### src/rtl/urv_mem_arbiter.sv
// Purpose: shares one synchronous single-port RAM between uRV fetch and data ports, plus a byte-wide IO register.
// Latency: every accepted fetch/data op (RAM, IO or unmapped) responds with a one-cycle pulse in the next cycle.
// Backpressure: one data op in flight (dm_ready_o low during its response cycle); fetch is re-requested each cycle.
// Option: define URV_ARB_FAIR_EN to alternate grants on fetch/data contention (default: fixed data priority).
module urv_mem_arbiter #(
  parameter int          ADDR_BITS = 16,
  parameter logic [31:0] IO_ADDR   = 32'h0001_0000
) (
  input  logic                 clk_i,
  input  logic                 rst_i,
  input  logic [31:0]          im_addr_i,
  input  logic                 im_rd_i,
  output logic [31:0]          im_data_o,
  output logic                 im_valid_o,
  input  logic [31:0]          dm_addr_i,
  input  logic [31:0]          dm_data_s_i,
  input  logic [3:0]           dm_data_select_i,
  input  logic                 dm_store_i,
  input  logic                 dm_load_i,
  output logic [31:0]          dm_data_l_o,
  output logic                 dm_load_done_o,
  output logic                 dm_store_done_o,
  output logic                 dm_ready_o,
  output logic [ADDR_BITS-3:0] ram_addr_o,
  output logic [31:0]          ram_data_o,
  output logic [3:0]           ram_be_o,
  output logic                 ram_we_o,
  input  logic [31:0]          ram_data_i,
  output logic [7:0]           io_o
);

  typedef enum logic {IDLE, DATA_PEND} state_t;

  state_t      state, state_nxt;
  logic        dm_req, dm_ram, dm_io;
  logic        accept, contention, grant_data, grant_fetch;
  logic        favor_fetch;
  logic        fetch_vld, load_done, store_done, pend_ram;
  logic [31:0] im_data_q, dm_data_q;
  logic        unused_addr_bits;

  // Fetch addresses are word aligned and only the RAM window is decoded.
  assign unused_addr_bits = ^{im_addr_i[31:ADDR_BITS], im_addr_i[1:0]};

  // A simultaneous load and store is served as a store.
  assign dm_req = dm_load_i | dm_store_i;
  assign dm_ram = (dm_addr_i[31:16] == 16'h0000);
  assign dm_io  = (dm_addr_i == IO_ADDR);

  // Arbitration and in-flight tracking; only RAM data ops compete with fetch for the port.
  always_comb begin
    state_nxt   = state;
    accept      = 1'b0;
    contention  = 1'b0;
    grant_data  = 1'b0;
    case (state)
      IDLE: begin
        contention = dm_req && dm_ram && im_rd_i;
        grant_data = dm_req && dm_ram && !(contention && favor_fetch);
        accept     = dm_req && (!dm_ram || grant_data);
        if (accept) state_nxt = DATA_PEND;
      end
      DATA_PEND: state_nxt = IDLE;
      default:   state_nxt = IDLE;
    endcase
  end

  assign grant_fetch = im_rd_i && !grant_data;

  // RAM port driven straight from the grant; writes are suppressed while in reset.
  assign ram_addr_o = grant_data ? dm_addr_i[ADDR_BITS-1:2] : im_addr_i[ADDR_BITS-1:2];
  assign ram_we_o   = grant_data && dm_store_i && !rst_i;
  assign ram_be_o   = (grant_data && dm_store_i) ? dm_data_select_i : 4'b0000;
  assign ram_data_o = dm_data_s_i;

`ifdef URV_ARB_FAIR_EN
  // Remember the contention winner so the other requester wins next time.
  always_ff @(posedge clk_i or posedge rst_i) begin
    if (rst_i)           favor_fetch <= 1'b0;
    else if (contention) favor_fetch <= grant_data;
  end
`else
  assign favor_fetch = 1'b0;
`endif

  // Data op state register.
  always_ff @(posedge clk_i or posedge rst_i) begin
    if (rst_i) state <= IDLE;
    else       state <= state_nxt;
  end

  // Response pulses for the cycle after a grant/accept.
  always_ff @(posedge clk_i or posedge rst_i) begin
    if (rst_i) begin
      fetch_vld  <= 1'b0;
      load_done  <= 1'b0;
      store_done <= 1'b0;
      pend_ram   <= 1'b0;
    end else begin
      fetch_vld  <= grant_fetch;
      load_done  <= accept && !dm_store_i;
      store_done <= accept && dm_store_i;
      pend_ram   <= accept && dm_ram;
    end
  end

  // Byte-wide output register; an IO store never occupies the RAM slot.
  always_ff @(posedge clk_i or posedge rst_i) begin
    if (rst_i)
      io_o <= 8'h00;
    else if (accept && dm_store_i && dm_io && !dm_ram && dm_data_select_i[0])
      io_o <= dm_data_s_i[7:0];
  end

  // Hold the last returned fetch/load words between response cycles.
  always_ff @(posedge clk_i or posedge rst_i) begin
    if (rst_i) begin
      im_data_q <= 32'h0;
      dm_data_q <= 32'h0;
    end else begin
      if (fetch_vld) im_data_q <= ram_data_i;
      if (load_done) dm_data_q <= dm_data_l_o;
    end
  end

  // IO and unmapped loads return zero.
  assign im_data_o       = fetch_vld ? ram_data_i : im_data_q;
  assign dm_data_l_o     = load_done ? (pend_ram ? ram_data_i : 32'h0) : dm_data_q;
  assign im_valid_o      = fetch_vld;
  assign dm_load_done_o  = load_done;
  assign dm_store_done_o = store_done;
  assign dm_ready_o      = (state == IDLE);

endmodule

### config.mk
export PLATFORM = sky130hd
export DESIGN_NAME = urv_mem_arbiter
export DESIGN_NICKNAME = d
export VERILOG_FILES = /design/src/rtl/urv_mem_arbiter.sv
export SDC_FILE = /design/constraint.sdc
export NUM_CORES = 1
export LEC_CHECK = 0
export CAP_MARGIN = 20
export CORE_ASPECT_RATIO = 1.1
export CORE_MARGIN = 1
export CORE_UTILIZATION = 31
export DETAILED_ROUTE_END_ITERATION = 12
export GPL_ROUTABILITY_DRIVEN = 0
export GPL_TIMING_DRIVEN = 0
export PLACE_DENSITY = 0.87
export SLEW_MARGIN = 25
export SYNTH_ARGS = -nofsm -noshare
export SYNTH_HDL_FRONTEND = slang
export SYNTH_SLANG_ARGS = --single-unit
export TNS_END_PERCENT = 1
### constraint.sdc
create_clock -name clk_i -period 2 [get_ports clk_i]
set_input_delay 0.2 -clock clk_i [delete_from_list [all_inputs] [get_ports clk_i]]
set_output_delay 0.2 -clock clk_i [all_outputs]
set_load 0.03 [all_outputs]
==> out/qor.txt, run 1 <==
Post-synth EDFFs = 0
num ports = 264
WL met2 = 6380 um
sequential share of the synthesized area = 53.1%
max layer used = met4
Tot GR Track Use = 19.1%
MaxCap Viol Count = 0
CP Capture Type = primary output
RSZ-0062 raised after global routing = yes
met3 wire length = 743 um
dpl hpwl = 9040 um
Post-synth ARST share = 100%
DRC = 0
Primary FF master, synth = dfrtp_1
Area Overhead vs Synth = 79.2%
clock sinks = 77
Post-Route M1 WL = 4230 um
post-synthesis cell area = 3630 um2
Post-Synthesis Cells = 337
Clock Latency Late Sink = 0.32 ns
max_slew headroom = 54.7%
total global routing overflow = 0
Starting Density = 31.7%
drt total wl = 11600 um
filler instances = 974
cell taking the most area after synthesis = dfrtp_1
status = complete, but fails checks
first drt pass iteration count = 4
DRT antenna net count = 0
pin count of the biggest net entering global routing = 30
TritonCTS buffer count = 9
starting DRC count in detailed routing = 147
Net count, final = 712
Die Y = 116 um
Final period util = 103%
CTS root buffer = clkbuf_16
vias in the first global route = 3617
Post-Place Cell Area = 6080 um2
top-area cell type share of the netlist area = 53.1%
post-synthesis register bit count = 77
Critical Path RT = 1.80 ns
Worst Skew = 0.00509 ns
syn_area_per_cell = 10.8 um2
Setup WS pre-CTS = -1.28 ns
Non-Filler Instances = 730
VDD IR max = 410 uV
P per Cell Area = 644 nW/um2
dpl cells = 710
antenna violations before repair = 0
Fin. Hold Viols = 0
failing checks = setup timing
layout cells sized above 1 = 28.4%
fin worst setup slack = -0.0559 ns
synth top area cells = dfrtp_1 (53%), mux2_2 (17%), o21ai_0 (9.0%), buf_4 (6.6%), nand3_1 (4.5%)
CORE AREA = 11400 um2
crit start category = flop
first-pass GRT wire length = 17800 um
Vias = 3386
Die ar. = 12200 um2
IO buf count = 221
Slew Limit Fails = 0
worst hold margin = 0.357 ns
HP Class = primary input to async pin
Synthesis Warnings = 0
post-synthesis net count = 474
# H-tree levels = 3
Leak = 2.89 nW
final instance area = 6510 um2
Least-Margin Pin Slew = 0.678 ns
crit path DAT = 1.86 ns
Synth cell types = 20
Die X = 105 um
clock buffer depth = 2
drt wl/cell = 15.9 um
clk slew on worst S/H paths = 0.06 ns
critical path class = flop to primary output
Worst Path Max Fanout = 5
Final setup viols = 18
row cnt = 41
final period demand of the worst path = 2.06 ns
DR vias/cell = 4.64
maximum clock frequency = 486 MHz
diodes inserted = 0
CTS tree = built
## final cells by class
cell class / instances / area, um2 / share of cell area (%)
Clock inverter: 4 / 47.5 / 0.731
Sequential cell: 77 / 1930 / 29.6
Buffer: 49 / 355 / 5.46
Tap cell: 150 / 188 / 2.88
Timing Repair Buffer: 228 / 2230 / 34.3
Multi-Input combinational cell: 174 / 1370 / 21.0
Clock buffer: 12 / 246 / 3.79
Inverter: 36 / 139 / 2.13
## logic make-up (layout without fill, tap and decap cells)
kind of cell | after synthesis | in the layout | synth area share (%)
compound gates | 65 | 65 | 8.96
buf+inv | 86 | 329 | 12.4
flops | 77 | 77 | 53.1
mux | 54 | 54 | 16.7
simple gates | 55 | 55 | 8.82
## Yosys cell counts, types with 3 or more instances
cell and count:
and2_1 4, dfrtp_1 77, buf_4 32, inv_1 36
mux2_2 54, nand3_1 33, o21ai_0 65, clkbuf_1 11
nor4_1 7, nor3_1 3, buf_1 6
## placed cells by master, fill, tap and decap left out, types with 2 or more instances in the layout
cell	count
clkdlybuf4s50_1	122
dfrtp_1	75
o21ai_0	64
dlygate4sd2_1	44
mux2_2	40
buf_4	36
inv_1	34
nand3_1	32
clkdlybuf4s15_1	21
buf_6	20
mux2_4	14
clkbuf_2	10
clkbuf_16	9
clkdlybuf4s15_2	8
clkbuf_1	6
buf_2	5
nor4_1	4
and2_1	4
clkbuf_8	2
nor4_2	2
nor4_4	2
nor3_1	2
clkinvlp_4	2
clkinv_2	2
dfrtp_2	2
clkdlybuf4s18_2	2
## worst max-delay path, cell delays in order (launching register included)
cell     delay [ns]
dfrtp_1        0.39
inv_2          0.10
o21ai_4        0.08
nor3_4         0.32
buf_6          0.19
mux2_4         0.31
buf_6          0.14
## state kept, by name (all words and copies together) (netlist names)
signal / flops
im_valid_o: 1
dm_store_done_o: 1
dm_data_q: 32
io_o: 8
dm_load_done_o: 1
state: 1
pend_ram: 1
im_data_q: 32
## where the power goes
part	switching [mW]	internal, mW	total (mW)
combinational	0.493	0.455	0.949
sequential	0.0245	1.63	1.65
clock	0.592	0.996	1.59
total	1.11	3.08	4.19
## per-layer routing
layer	track usage (%)	vias up
met1	20.4	1612
met2	36.6	167
met3	3.60	15
li1	-	1592
met5	0	-
met4	8.17	0
## per-stage QoR
stage	util, %	total power [mW]	setup TNS, ns
floorplan	-	2.15	0
global placement	52.8	2.63	-51.09
detailed placement	53.2	2.66	-52.06
CTS	56.8	4.25	-0.490
global route	56.9	4.38	-3.08
finish	56.9	4.19	-0.552
## worst paths after layout
path | start | to | slack, ns | cells past startpoint
max in group asynchronous | rst_i | dm_load_done_o | 1.07 | 3
max reg2reg | state | io_o[5] | 0.20 | 4
min in group clk_i | im_rd_i | im_valid_o | 0.42 | 2
min | rst_i | im_valid_o | 0.36 | 2
max | state | ram_addr_o[9] | -0.06 | 6
min reg2reg | state | dm_load_done_o | 0.46 | 1
## timing repair
| action | CTS | global route |
|---|---|---|
| cloned | 1 | 0 |
| endpoints found under the setup margin | 91 | 75 |
| gates resized for setup | 284 | 23 |
| pin swaps | 5 | 1 |
| setup buffers | 4 | 0 |
| hold buffers | 0 | 0 |
| hold endpoints to repair | 0 | 0 |
(Power assumes the default switching activity.)
==> run 2, diff against run 1 <==
- PLACE_DENSITY: 0.87 -> 0.77
==> out/qor.txt, run 2 (synthesis results as in run 1) <==
slowest CP cell = dfrtp_1
Vias = 3383
Area Overhead vs Synth = 75.7%
filler instances = 1007
CTS tree = built
Fin. Hold Viols = 0
Final setup viols = 9
HP Class = primary input to async pin
vias in the first global route = 3573
Least-Margin Pin Slew = 0.635 ns
Crit path max-delay family = buffers and inverters
MaxCap Viol Count = 0
worst path bufs/invs = 4
crit path DAT = 1.86 ns
total global routing overflow = 0
max_slew headroom = 57.6%
drt wl/cell = 15.7 um
dpl hpwl = 9010 um
first drt pass iteration count = 4
Power, Total = 4.34 mW
Final period util = 103%
# H-tree levels = 3
IO buf count = 221
Worst Path Max Fanout = 5
maximum clock frequency = 485 MHz
most frequent cells in the layout = clkdlybuf4s50_1 (122), dfrtp_1 (75), o21ai_0 (64)
row cnt = 41
DR vias/cell = 4.63
Most Frequent Cell on Critical Path = buf_6
antenna violations before repair = 0
clock sinks = 77
critical path class = flop to primary output
crit start category = flop
final period demand of the worst path = 2.06 ns
RSZ-0062 raised after global routing = yes
pin count of the biggest net entering global routing = 29
Worst Skew = 0.00567 ns
starting DRC count in detailed routing = 161
Clock Latency Late Sink = 0.33 ns
Net count, final = 712
Die Y = 116 um
status = complete, but fails checks
worst hold margin = 0.337 ns
fin worst setup slack = -0.0626 ns
Setup WS pre-CTS = -1.19 ns
dpl cells = 710
Critical Path RT = 1.80 ns
first-pass GRT wire length = 18100 um
DRT antenna net count = 0
CTS root buffer = clkbuf_16
num ports = 264
CORE AREA = 11400 um2
Starting Density = 31.7%
Slew Limit Fails = 0
TritonCTS buffer count = 9
commonest non-fill, non-tap cell in the layout = clkdlybuf4s50_1
biggest regs = dm_data_q: 32 flops, im_data_q: 32 flops, io_o: 8 flops
failing checks = setup timing
Tot GR Track Use = 19.3%
CP Capture Type = primary output
layout cells sized above 1 = 30.3%
Cell Chain, Critical Path = inv_2 -> o21ai_4 -> nor3_4 -> buf_6 -> buf_6 -> mux2_2 -> buf_6
Die X = 105 um
Non-Filler Instances = 730
P per Cell Area = 681 nW/um2
clk slew on worst S/H paths = 0.06 ns
DRC = 0
Leak = 2.89 nW
CP max stage delay = 0.39 ns
Die ar. = 12200 um2
drt total wl = 11500 um
VDD IR max = 409 uV
clock buffer depth = 2
diodes inserted = 0
## run 2: per-layer routing
layer  vias up  track usage (%)  routed length [um]
met5         -                0                   0
met4         0             6.20                 124
met3        12             4.78                 804
met2       176             36.8                6390
met1      1597             21.1                4160
li1       1598                -                   -
## run 2: path summary, 6_finish.rpt
path                                    start         endpoint  slack [ns]  cells past startpoint
worst max register to register          state          io_o[2]        0.16                      4
worst max-delay path                    state    ram_addr_o[9]       -0.06                      7
worst min register to register          state   dm_load_done_o        0.47                      1
min in group clk_i              dm_addr_i[16]         pend_ram        0.45                      2
worst min-delay path                    rst_i  dm_store_done_o        0.34                      2
max in group asynchronous               rst_i   dm_load_done_o        0.93                      4
## run 2: what timing repair did
item / CTS / global route
setup buffers: 4 / 0
resized for setup: 245 / 71
pin swaps: 5 / 1
endpoints found under the setup margin: 91 / 76
hold buffers: 0 / 0
gates cloned: 1 / 0
## run 2: final cells by class
| type | count | area (um2) | area share [%] |
|---|---|---|---|
| Timing Repair Buffer | 228 | 2120 | 33.2 |
| Sequential cell | 77 | 1930 | 30.2 |
| Multi-Input combinational cell | 174 | 1340 | 20.9 |
| Buffer | 49 | 340 | 5.33 |
| Clock buffer | 12 | 256 | 4.02 |
| Tap cell | 150 | 188 | 2.94 |
| Inverter | 36 | 139 | 2.18 |
| Clock inverter | 4 | 70.1 | 1.10 |
## run 2: worst reg2reg max path, delay by kind of cell (launching register included)
| family | cells | cell delay [ns] |
|---|---|---|
| AND/OR/NAND/NOR | 2 | 0.82 |
| multiplexers | 1 | 0.41 |
| flip-flops | 1 | 0.39 |
| buffers and inverters | 1 | 0.10 |
## run 2: stage by stage
step	cell area [um2]	TNS [ns]	utilization, %
final	6380	-0.239	55.8
after global routing	6380	-1.73	55.8
after CTS	6460	-2.54	56.5
after detailed placement	6080	-48.96	53.2
after global placement	6030	-45.64	52.8
after floorplan	3630	0	-
## run 2: power by group
| group | total, mW | internal [mW] | switching [mW] |
|---|---|---|---|
| Combinational | 0.934 | 0.444 | 0.490 |
| Sequential | 1.65 | 1.63 | 0.0221 |
| Clock | 1.76 | 1.16 | 0.600 |
| Total | 4.34 | 3.23 | 1.11 |
